### src/rtl/ctrl_pkg.sv
// rtl/ctrl_pkg.sv - shared opcode, ALU-op and FSM state definitions for the control unit
package ctrl_pkg;

    // Opcode values; users cast them to their own OPC_W.
    localparam int OPC_AND  = 0;
    localparam int OPC_OR   = 1;
    localparam int OPC_ADD  = 2;
    localparam int OPC_SUB  = 3;
    localparam int OPC_NOP  = 4;
    localparam int OPC_LDI  = 5;
    localparam int OPC_HALT = 6;

    // ALU operation codes; users cast them to their own ALU_OP_W (zero-extended).
    localparam int ALU_AND = 0;
    localparam int ALU_OR  = 1;
    localparam int ALU_ADD = 2;
    localparam int ALU_SUB = 3;

    typedef enum logic [1:0] {
        S_DECODE = 2'd0,
        S_IMM    = 2'd1,
        S_HALT   = 2'd2
    } state_e;

endpackage

### src/rtl/instr_decode.sv
// rtl/instr_decode.sv - combinational opcode/field decoder producing the control bundle
module instr_decode
    import ctrl_pkg::*;
#(
    parameter int OPC_W    = 4,
    parameter int ADDR_W   = 4,
    parameter int ALU_OP_W = 2
) (
    input  logic [OPC_W-1:0]    opc,
    input  logic [ADDR_W-1:0]   fld,
    output logic [ALU_OP_W-1:0] alu_op,
    output logic [ADDR_W-1:0]   rd_addr,
    output logic [ADDR_W-1:0]   wr_addr,
    output logic                wr_enable,
    output logic                is_ldi,
    output logic                is_halt,
    output logic                is_illegal
);

    // Map the opcode to ALU op and flags; register fields pass straight through.
    always_comb begin
        alu_op     = '0;
        rd_addr    = fld;
        wr_addr    = fld;
        wr_enable  = 1'b0;
        is_ldi     = 1'b0;
        is_halt    = 1'b0;
        is_illegal = 1'b0;
        case (opc)
            OPC_W'(OPC_AND): begin
                alu_op    = ALU_OP_W'(ALU_AND);
                wr_enable = 1'b1;
            end
            OPC_W'(OPC_OR): begin
                alu_op    = ALU_OP_W'(ALU_OR);
                wr_enable = 1'b1;
            end
            OPC_W'(OPC_ADD): begin
                alu_op    = ALU_OP_W'(ALU_ADD);
                wr_enable = 1'b1;
            end
            OPC_W'(OPC_SUB): begin
                alu_op    = ALU_OP_W'(ALU_SUB);
                wr_enable = 1'b1;
            end
            OPC_W'(OPC_NOP): begin
                alu_op = ALU_OP_W'(ALU_AND);
            end
            OPC_W'(OPC_LDI): begin
                is_ldi = 1'b1;
            end
            OPC_W'(OPC_HALT): begin
                is_halt = 1'b1;
            end
            default: begin
                is_illegal = 1'b1;
            end
        endcase
    end

endmodule

### src/rtl/pipelined_control_unit.sv
// rtl/pipelined_control_unit.sv - handshaked instruction decoder with LDI/HALT FSM and registered outputs
module pipelined_control_unit
    import ctrl_pkg::*;
#(
    parameter int OPC_W    = 4,
    parameter int ADDR_W   = 4,
    parameter int ALU_OP_W = 2
) (
    input  logic                      clk,
    input  logic                      rst,
    input  logic [OPC_W+ADDR_W-1:0]   instr_data,
    input  logic                      instr_valid,
    output logic                      instr_ready,
    input  logic                      stall,
    input  logic                      resume,
    output logic                      out_valid,
    output logic [ALU_OP_W-1:0]       alu_op,
    output logic [ADDR_W-1:0]         rd_addr,
    output logic [ADDR_W-1:0]         wr_addr,
    output logic                      wr_enable,
    output logic                      imm_sel,
    output logic [OPC_W+ADDR_W-1:0]   imm_data,
    output logic                      illegal,
    output logic                      halted
);

    localparam int INSTR_W = OPC_W + ADDR_W;

    state_e                state_q, state_d;
    logic [ADDR_W-1:0]     ldi_addr_q, ldi_addr_d;
    logic                  out_valid_q, out_valid_d;
    logic [ALU_OP_W-1:0]   alu_op_q, alu_op_d;
    logic [ADDR_W-1:0]     rd_addr_q, rd_addr_d;
    logic [ADDR_W-1:0]     wr_addr_q, wr_addr_d;
    logic                  wr_enable_q, wr_enable_d;
    logic                  imm_sel_q, imm_sel_d;
    logic [INSTR_W-1:0]    imm_data_q, imm_data_d;
    logic                  illegal_q, illegal_d;

    logic [OPC_W-1:0]      opc;
    logic [ADDR_W-1:0]     fld;
    logic [ALU_OP_W-1:0]   dec_alu_op;
    logic [ADDR_W-1:0]     dec_rd_addr;
    logic [ADDR_W-1:0]     dec_wr_addr;
    logic                  dec_wr_enable;
    logic                  dec_is_ldi;
    logic                  dec_is_halt;
    logic                  dec_is_illegal;
    logic                  xfer;

    assign opc = instr_data[INSTR_W-1 -: OPC_W];
    assign fld = instr_data[ADDR_W-1:0];

    // Ready depends only on reset, stall and state, never on instr_valid.
    assign instr_ready = !rst && !stall && (state_q != S_HALT);
    assign xfer        = instr_valid && instr_ready;

    instr_decode #(
        .OPC_W    (OPC_W),
        .ADDR_W   (ADDR_W),
        .ALU_OP_W (ALU_OP_W)
    ) u_decode (
        .opc        (opc),
        .fld        (fld),
        .alu_op     (dec_alu_op),
        .rd_addr    (dec_rd_addr),
        .wr_addr    (dec_wr_addr),
        .wr_enable  (dec_wr_enable),
        .is_ldi     (dec_is_ldi),
        .is_halt    (dec_is_halt),
        .is_illegal (dec_is_illegal)
    );

    // Next state and next outputs: pulses clear by default, fields hold, stall freezes everything.
    always_comb begin
        state_d     = state_q;
        ldi_addr_d  = ldi_addr_q;
        alu_op_d    = alu_op_q;
        rd_addr_d   = rd_addr_q;
        wr_addr_d   = wr_addr_q;
        imm_data_d  = imm_data_q;
        out_valid_d = 1'b0;
        wr_enable_d = 1'b0;
        imm_sel_d   = 1'b0;
        illegal_d   = 1'b0;
        if (stall) begin
            out_valid_d = out_valid_q;
            wr_enable_d = wr_enable_q;
            imm_sel_d   = imm_sel_q;
            illegal_d   = illegal_q;
        end else begin
            case (state_q)
                S_DECODE: begin
                    if (xfer) begin
                        if (dec_is_ldi) begin
                            // First LDI word: remember the target register, wait for the immediate.
                            ldi_addr_d = dec_wr_addr;
                            state_d    = S_IMM;
                        end else if (dec_is_illegal) begin
                            illegal_d = 1'b1;
                        end else begin
                            // ALU ops, NOP and HALT all complete with an out_valid pulse.
                            out_valid_d = 1'b1;
                            alu_op_d    = dec_alu_op;
                            rd_addr_d   = dec_rd_addr;
                            wr_addr_d   = dec_wr_addr;
                            wr_enable_d = dec_wr_enable;
                            if (dec_is_halt) begin
                                state_d = S_HALT;
                            end
                        end
                    end
                end
                S_IMM: begin
                    if (xfer) begin
                        // Raw immediate word: never decoded as an opcode.
                        out_valid_d = 1'b1;
                        wr_enable_d = 1'b1;
                        imm_sel_d   = 1'b1;
                        imm_data_d  = instr_data;
                        wr_addr_d   = ldi_addr_q;
                        rd_addr_d   = ldi_addr_q;
                        alu_op_d    = '0;
                        state_d     = S_DECODE;
                    end
                end
                S_HALT: begin
                    if (resume) begin
                        state_d = S_DECODE;
                    end
                end
                default: begin
                    state_d = S_DECODE;
                end
            endcase
        end
    end

    // State and output registers with synchronous reset taking priority over stall.
    always_ff @(posedge clk) begin
        if (rst) begin
            state_q     <= S_DECODE;
            ldi_addr_q  <= '0;
            out_valid_q <= 1'b0;
            alu_op_q    <= '0;
            rd_addr_q   <= '0;
            wr_addr_q   <= '0;
            wr_enable_q <= 1'b0;
            imm_sel_q   <= 1'b0;
            imm_data_q  <= '0;
            illegal_q   <= 1'b0;
        end else begin
            state_q     <= state_d;
            ldi_addr_q  <= ldi_addr_d;
            out_valid_q <= out_valid_d;
            alu_op_q    <= alu_op_d;
            rd_addr_q   <= rd_addr_d;
            wr_addr_q   <= wr_addr_d;
            wr_enable_q <= wr_enable_d;
            imm_sel_q   <= imm_sel_d;
            imm_data_q  <= imm_data_d;
            illegal_q   <= illegal_d;
        end
    end

    assign out_valid = out_valid_q;
    assign alu_op    = alu_op_q;
    assign rd_addr   = rd_addr_q;
    assign wr_addr   = wr_addr_q;
    assign wr_enable = wr_enable_q;
    assign imm_sel   = imm_sel_q;
    assign imm_data  = imm_data_q;
    assign illegal   = illegal_q;
    assign halted    = (state_q == S_HALT);

endmodule
### config.mk
export PLATFORM = sky130hd
export DESIGN_NAME = pipelined_control_unit
export DESIGN_NICKNAME = d
export VERILOG_FILES = /design/src/rtl/ctrl_pkg.sv /design/src/rtl/instr_decode.sv /design/src/rtl/pipelined_control_unit.sv
export SDC_FILE = /design/constraint.sdc
export NUM_CORES = 1
export LEC_CHECK = 0
export ABC_AREA = 1
export BUFFER_PORTS_ARGS = -buffer_cell sky130_fd_sc_hd__buf_2
export CAP_MARGIN = 20
export CORE_ASPECT_RATIO = 0.8
export CORE_MARGIN = 4
export CORE_UTILIZATION = 25
export DETAILED_ROUTE_END_ITERATION = 10
export PLACE_DENSITY = 0.43
export SYNTH_ARGS = -nofsm -noshare
export SYNTH_HDL_FRONTEND = slang
export SYNTH_SLANG_ARGS = --single-unit
### constraint.sdc
create_clock -name clk -period 3.7 [get_ports clk]
set_input_delay 0.555 -clock clk [delete_from_list [all_inputs] [get_ports clk]]
set_output_delay 0.555 -clock clk [all_outputs]
set_load 0.005 [all_outputs]
==> results.md, run 1 <==
- Counting flops with a built-in enable in the synthesized netlist gives 0.
- The family with the most delay on the worst path is buffers and inverters.
- In this design, the stage delay of the slowest critical-path cell is 0.35 ns.
- The number of placement rows is 21.
- The worst setup path is launched from an input pin.
- The number of clock sinks seen by CTS is 24.
- The horizontal extent of the die is between 80 and 90 um.
- For the pin with the worst max-slew slack, the measured transition is between 0.4 and 0.5 ns.
- Derived from the worst setup path, the maximum achievable clock frequency is around 0.56 GHz.
- The mapped cell area is ~1200 um2.
- The clock-pin slew on the worst setup and hold paths is about 0.080 ns.
- The worst min-delay path category is reg -> reg.
- The post-detailed-routing wire length is 2880 um.
- The post-route standard cell area excluding fillers is around 1400 um2.
- The number of pins with negative max-slew slack in the final report is 0.
- In the finished design, the share of the clock period the worst path needs comes to between 40% and 50%.
- The commonest cells after synthesis are 41 x sky130_fd_sc_hd__nand2_1, 24 x sky130_fd_sc_hd__dfxtp_1, 23 x sky130_fd_sc_hd__nor2_1.
- The later pin in the worst-skew pair is clocked with a latency of 0.26 ns.
- The TritonCTS clock tree is yes.
- The nature of the critical path endpoint is a primary output.
- The cell area reported after detailed placement is 1360 um2.
- The number of buffers inserted by post-CTS setup repair is 0.
- The number of buffers added to fix hold violations after cts is 0.
- The capturing point of the worst reg2reg path is ldi_addr_q[2].
- Across the run, the number of max-cap violations was 0.
- After synthesis, the netlist uses 20 different library cells.
- The cell type with the highest aggregate area in the netlist is sky130_fd_sc_hd__dfxtp_1.
- Setup repair after global routing left no endpoint under its margin.
- The total nets after synthesis is about 180.
- The startpoint of the tightest hold check path is out_valid.
- The routed design could run at a clock period as short as roughly 1.8 ns.
- The register bit total from synthesis is 24.
- The power per unit of standard cell area is 340 nW/um2.
- Together, buffers and inverters on the worst path number 3.
- Entering global routing, the biggest net connects 21 pins.
- The clock tree skew after final layout is 0.00212 ns.
- The count of final hold-check violations came to 0.
- Relative to the synthesized area, the layout overhead comes to 21.0%.
- The initial detailed-routing violation count is 38.
- The part of the Yosys area used for sequential elements is 41.2%.
- The effective utilization at floorplan is a little over a quarter.
- Of all nets on the critical path, the largest fanout is 20.
- The slowest cell on the critical path is sky130_fd_sc_hd__buf_2.
- The highest ir drop seen on vdd is between 0.1 and 0.15 mV.
- The master cell of the clock root buffer is sky130_fd_sc_hd__clkbuf_8.
- The most common cell in the synthesized netlist is sky130_fd_sc_hd__nand2_1.
- The cell depth of the worst min-delay path is 2.
- In the post-synthesis netlist, the biggest area contributors are sky130_fd_sc_hd__dfxtp_1 41%, sky130_fd_sc_hd__nand2_1 13%, sky130_fd_sc_hd__a21oi_1 7.7%.
- The leakage dissipation is approximately 0.69 nW.
- After detailed routing, the number of vias per cell comes to 4.35.
- Buffers inserted during clock tree synthesis total 3.
- The worst path meets setup with between 1.5 and 2 ns of slack.
- The path with the worst hold slack has its endpoint at out_valid.
- Setup violations remaining at the end of the flow were counted as 0.
- The die is about 69 um tall.
- The start-to-end type of the worst setup path is in -> out.
- The Yosys step of the flow raised 0 warnings.
- For the worst setup path, the data required time is between 3 and 4 ns.
- The number of antenna violations at the first check in global routing came to 0.
- The number of inserted diodes is 0.
- For flop-to-flop paths, the worst setup slack is ~2.3 ns.
- For the final routed database, the setup TNS stands at 0 ns.
- The number of global-route vias before repair is 1041.
- In this run the number of H-tree levels came out at 1.
- The core area is approximately 4300 um2.
- The startpoint of the worst register-to-register path is state_q[1].
- The number of placed cells counting well taps is 251.
- Before CTS, the worst setup slack after placement is approximately 1.9 ns.
- The pre-antenna-repair detailed-routing pass consisted of 4 iterations.
- In the synthesized netlist the async set-or-reset flop fraction comes to 0%.
- The total of cells resized after clock tree synthesis is 0.
- The via count is between 1000 and 1500.
- In this run the biggest area consumer among cell types represents between 40% and 50% of the synthesized area.
- The final cell utilization of the core is between 30 and 40%.
- After global routing the overflow that remains totals 0.
- The run finished with clean final reports.
- In this run the tool buffered the top-level ports with 36 buffer cells.
- After legalization and detailed placement, the total HPWL measured roughly 2300 um.
- The global-route wire length before repair is 4850 um.
- The critical path goes through buf_2 -> nor2_4 -> nand2_2 -> inv_1 -> buf_2.
- The final routed DRC violation total is 0.
- Of the cells placed in the final design, the portion with a size suffix greater than 1 is a little over a quarter.
- The finished layout holds about 260 standard cells, fillers aside.
- The buffer levels on the longest clock path is 2.
- The post-detailed-route count of antenna-violating nets is 0.
- The most used flip-flop cell after synthesis is sky130_fd_sc_hd__dfxtp_1.
- Data arrives at the worst endpoint at around 1.2 ns.
- Synthesis handed over a netlist of approximately 170 instances.
- The weighted congestion reported at the end of routability-driven placement is 0.725.
- Counting stages on the worst path, the most repeated cell is sky130_fd_sc_hd__buf_2.
- Measured in cells, the most critical reg-to-reg path has a length of 6.
- The mean area per synthesized cell is between 7 and 8 um2.
- The tightest slew margin relative to the limit is 72.4%.
- The number of nets in the layout is ~210.
- The detail-routed net length per standard cell is 11.3 um.
- The top-level port count is 37.
- For this run, the total global-route usage over all layers was measured as between 10% and 20%.
- The floorplan die area is between 5000 and 6000 um2.
-- flip-flops by register name, indices dropped and copies added (netlist names) --
register    count
imm_data        8
wr_enable       1
wr_addr         4
out_valid       1
state_q         2
ldi_addr_q      4
illegal         1
imm_sel         1
alu_op          2
-- per-stage QoR --
step / total power [mW] / hold WS, ns
after floorplan: 0.293 / 0.453
after global placement: 0.310 / 0.451
after detailed placement: 0.311 / 0.450
after CTS: 0.493 / 0.462
after global routing: 0.508 / 0.495
final: 0.480 / 0.459
-- routing by layer --
| metal | track usage (%) | vias up | routed length [um] |
|---|---|---|---|
| li1 | - | 588 | - |
| met3 | 3.45 | 2 | 172 |
| met4 | 1.58 | 0 | 8 |
| met5 | 0 | - | 0 |
| met1 | 12.8 | 495 | 1390 |
| met2 | 17.0 | 24 | 1310 |
-- final cells by class --
class	instances	area, um2
Clock buffer	4	55.1
Fill cell	486	2920
Inverter	17	63.8
Multi-Input combinational cell	117	562
Sequential cell	24	480
Tap cell	57	71.3
Timing Repair Buffer	36	180
-- cell families after synthesis --
logic type | share of synthesized area, %
and+or+nand+nor | 37.9
DFF | 41.2
buffers and inverters | 10.7
AOI/OAI and AO/OA | 10.2
-- layout by cell type (no fill, tap or decap), types with 2 or more instances in the layout --
| master | Yosys | layout |
|---|---|---|
| sky130_fd_sc_hd__dfxtp_1 | 24 | 24 |
| sky130_fd_sc_hd__nor2_4 | 5 | 5 |
| sky130_fd_sc_hd__o21ai_0 | 4 | 4 |
| sky130_fd_sc_hd__nand4_1 | 3 | 3 |
| sky130_fd_sc_hd__nor2_1 | 23 | 23 |
| sky130_fd_sc_hd__nor3_1 | 2 | 2 |
| sky130_fd_sc_hd__nand2_2 | 3 | 3 |
| sky130_fd_sc_hd__nand3_1 | 13 | 13 |
| sky130_fd_sc_hd__nor2_2 | 2 | 2 |
| sky130_fd_sc_hd__inv_1 | 16 | 16 |
| sky130_fd_sc_hd__a21oi_1 | 18 | 18 |
| sky130_fd_sc_hd__clkbuf_8 | 0 | 4 |
| sky130_fd_sc_hd__buf_2 | 1 | 36 |
| sky130_fd_sc_hd__nand2_1 | 41 | 41 |
-- power breakdown --
| part | internal [mW] | switching, mW |
|---|---|---|
| clock network | 0.0949 | 0.0812 |
| registers | 0.260 | 0.00117 |
| logic | 0.0141 | 0.0289 |
| total | 0.369 | 0.111 |
-- worst min-delay path, delay by kind of cell (launching register included) --
| kind | cells | cell delay, ns |
|---|---|---|
| AND/OR/NAND/NOR | 1 | 0.05 |
| AO/OA/AOI/OAI | 1 | 0.05 |
| flip-flops | 1 | 0.32 |
-- worst max-delay path by stage --
stage               start          end  slack (ns)  cells after the start
floorplan           stall  imm_data[4]        2.32                      7
global placement      rst  instr_ready        1.92                      5
detailed placement    rst  instr_ready        1.90                      5
CTS                   rst  instr_ready        1.90                      5
global route          rst  instr_ready        1.86                      5
finish                rst  instr_ready        1.92                      5
No activity file was read; power rests on OpenSTA's default activity.
==> run 2: changes to the inputs <==
--- a/config.mk
+++ b/config.mk
@@ -12,7 +12,7 @@
 export CORE_MARGIN = 4
 export CORE_UTILIZATION = 25
 export DETAILED_ROUTE_END_ITERATION = 10
-export PLACE_DENSITY = 0.43
+export PLACE_DENSITY = 0.45
 export SYNTH_ARGS = -nofsm -noshare
 export SYNTH_HDL_FRONTEND = slang
 export SYNTH_SLANG_ARGS = --single-unit
==> constraint.sdc (replaced) <==
create_clock -name clk -period 1.45 [get_ports clk]
set_input_delay 0.2175 -clock clk [delete_from_list [all_inputs] [get_ports clk]]
set_output_delay 0.2175 -clock clk [all_outputs]
set_load 0.005 [all_outputs]
==> results.md, run 2 (same netlist as run 1, synthesis figures left out) <==
- The clock-pin slew on the worst setup and hold paths is 0.09 ns (about the same).
- The fraction of power consumed by combinational cells was 9.4% (+0.5 points).
- The count of max-cap constraint violations is 0 (unchanged).
- The number of nets in the layout is 215 (+1.4%).
- STA classifies the critical path endpoint as a primary output.
- The number of inserted diodes is 0 (unchanged).
- The largest incremental delay on the critical path is 0.44 ns (+0.09 ns).
- The total CTS buffers is 3 (unchanged).
- The worst-case hold slack is 0.210 ns (-0.249 ns).
- The buffer levels on the longest clock path is 2 (unchanged).
- The global-route total usage across every layer was 10.8% (+0.70 points).
- The switching share of power came to 24.6% (+1.5 points).
- In the finished design, the share of the clock period the worst path needs comes to approximately nine tenths.
- The area growth from synthesis to layout is 23.3%.
- The clock network fraction of design power is 37.6% (+0.9 points).
- The post-detailed-routing wire length is 3060 um (+6.5%).
- The post-detailed-route count of antenna-violating nets is 0 (unchanged).
- The worst min-delay path category is in -> reg.
- The clock tree skew after final layout came to 0.00582 ns (+0.00370 ns).
- The type of origin of the critical path is a register.
- The top-level port count is 37 (unchanged).
- The number of buffers added to fix hold violations after cts is 0 (unchanged).
- The number of placement rows is 21 (unchanged).
- The total negative setup slack came to 0 ns (unchanged).
- The worst endpoint data arrival time is 1.07 ns (-0.15 ns).
- The TritonCTS clock tree is yes.
- The via count is 1126 (+1.5%).
- The clock network latency to the later pin of the worst-skew pair is 0.27 ns (about the same).
- The final routed DRC violation total is 0 (unchanged).
- The y dimension of the die came to 69.1 um (unchanged).
- The data required time of the critical path is 1.23 ns (-1.91 ns).
- The final period demand of the worst path is around 1.3 ns.
- The maximum level of the CTS H-tree was 1 (unchanged).
- The number of global-route vias before repair is 1105 (+6.1%).
- The slowest cell on the critical path is sky130_fd_sc_hd__dfxtp_2.
- The most numerous cell type found on the critical path is sky130_fd_sc_hd__nand2_2.
- Walking the worst path, the cells encountered are nand2_2 -> nand2_2 -> inv_1 -> buf_2.
- The sequential fraction of design power is 53.1% (-1.3 points).
- The total congestion overflow after global routing is 0 (unchanged).
- The power per unit of standard cell area came to 872 nW/um2 (+160%).
- The count of filler cells inserted in the layout is 505 (+3.9%).
- The number of pins with negative max-slew slack in the final report is 0 (unchanged).
- The leakage dissipation is 0.708 nW (+2.5%).
- The internal portion of total power is 0.945 mW (+160%).
- The effective utilization at floorplan is 26.9% (unchanged).
- The number of clock sinks seen by CTS is 24 (unchanged).
- The global-route wire length before repair is 5090 um (+5.0%).
- Timing would allow up to roughly 0.77 GHz.
- The first-pass iteration count of the detailed router is 4 (unchanged).
- The via-per-instance ratio came to 4.36 (+0.35%).
- The tightest slew margin relative to the limit is 81.3% (+8.9 points).
- Setup repair after global routing left no endpoint under its margin.
- The detail-routed net length per standard cell was 11.9 um (+5.3%).
- The net switching power figure is 0.309 mW (+180%).
- The flow ran to the end, and the final reports show no timing, DRC or antenna violations.
- The ratio of cells with drive above 1 in the final layout came to 29.4% (+2.1 points).
- The post-detailed-placement half-perimeter wirelength is 2350 um (+1.0%).
- The horizontal extent of the die was 84.4 um (unchanged).
- The maximum number of pins on one net before global-route repair is 20 (-4.8%).
- The core area is 4340 um2 (unchanged).
- The number of antenna violations at the first check in global routing is 0 (unchanged).
- The number of buffers inserted by post-CTS setup repair is 0 (unchanged).
- The master cell of the clock root buffer is sky130_fd_sc_hd__clkbuf_8.
- The library cells used most frequently in the layout, excluding fill and tap cells, are 41 x sky130_fd_sc_hd__nand2_1, 36 x sky130_fd_sc_hd__buf_2, 23 x sky130_fd_sc_hd__dfxtp_1.
- The initial detailed-routing violation count is 23 (-39%).
- The highest ir drop seen on vdd is 0.351 mV (+150%).
- The weighted congestion reported at the end of routability-driven placement is 0.834 (+15%).
- The floorplan die area is 5830 um2 (unchanged).
- The number of buffers added on ports was 36 (unchanged).
- The final cell utilization of the core is 33.2% (+0.61 points).
- The count of endpoints failing setup in the final report came to 0 (unchanged).
- The slew of the pin with the lowest slew margin was 0.280 ns (-0.134 ns).
- The flip-flop count of the largest register after layout was 8 (unchanged).
- The count of final hold-check violations was 0 (unchanged).
- The maximum net fanout on the critical path is 7 (-65%).
- The critical path is of the reg -> out type.
- The commonest non-fill, non-tap cell in the layout is sky130_fd_sc_hd__nand2_1.
## run 2: changes by cell type in the layout (fill, tap and decap cells not counted), sizes merged
| cell | previous run | this run |
|---|---|---|
| buf | 36 | 39 |
## run 2: path summary, 6_finish.rpt
path                               startpoint  cells past startpoint  slack, ns       endpoint
worst max-delay path               state_q[1]                      4       0.16    instr_ready
worst min-delay path            instr_data[0]                      3       0.21  ldi_addr_q[0]
worst max register to register     state_q[1]                      6       0.18  ldi_addr_q[0]
worst min register to register    imm_data[2]                      2       0.46    imm_data[2]
## run 2: per-layer routing
layer | vias to the layer above | part of all wire [%] | GRT usage, %
li1 | 590 | - | -
met1 | 504 | 49 | 14.1
met5 | - | 0 | 0
met4 | 0 | 1.3 | 2.64
met2 | 26 | 44 | 17.1
met3 | 6 | 6.1 | 3.93
## run 2: worst max-delay path: cells and delay by family, from the launching register on
| kind | cells | cell delay [ns] |
|---|---|---|
| buffers and inverters | 2 | 0.16 |
| flip-flops | 1 | 0.44 |
| AND/OR/NAND/NOR | 2 | 0.21 |
## run 2: layout make-up
| type | instances | area (um2) | share of cell area (%) |
|---|---|---|---|
| multi-input combinational | 117 | 564 | 39.2 |
| clock buffer | 4 | 55.1 | 3.83 |
| inverter | 17 | 63.8 | 4.43 |
| sequential | 24 | 482 | 33.5 |
| timing repair buffer | 39 | 203 | 14.1 |
| tap | 57 | 71.3 | 4.96 |
## run 2: per-stage QoR
stage / worst slack, ns / std cells / total power, mW / cell area (um2)
floorplan: 0.243 / 166 / 0.749 / 1170
global placement: 0.00844 / 254 / 0.800 / 1380
detailed placement: 0.0843 / 254 / 0.799 / 1380
CTS: 0.0417 / 258 / 1.28 / 1440
global route: 0.0424 / 258 / 1.33 / 1440
finish: 0.160 / 258 / 1.25 / 1440
## run 2: power by group through the flow
stage	clock network [mW]	registers, mW	logic [mW]
finish	0.471	0.666	0.117
global route	0.528	0.667	0.131
CTS	0.493	0.666	0.118
detailed placement	0	0.681	0.117
global placement	0	0.681	0.119
floorplan	0	0.681	0.0674
## run 2: repair_timing
action / in CTS / in global routing
endpoints found under the hold margin: 0 / 0
endpoints found under the setup margin: 0 / 7
resized for setup: 0 / 2
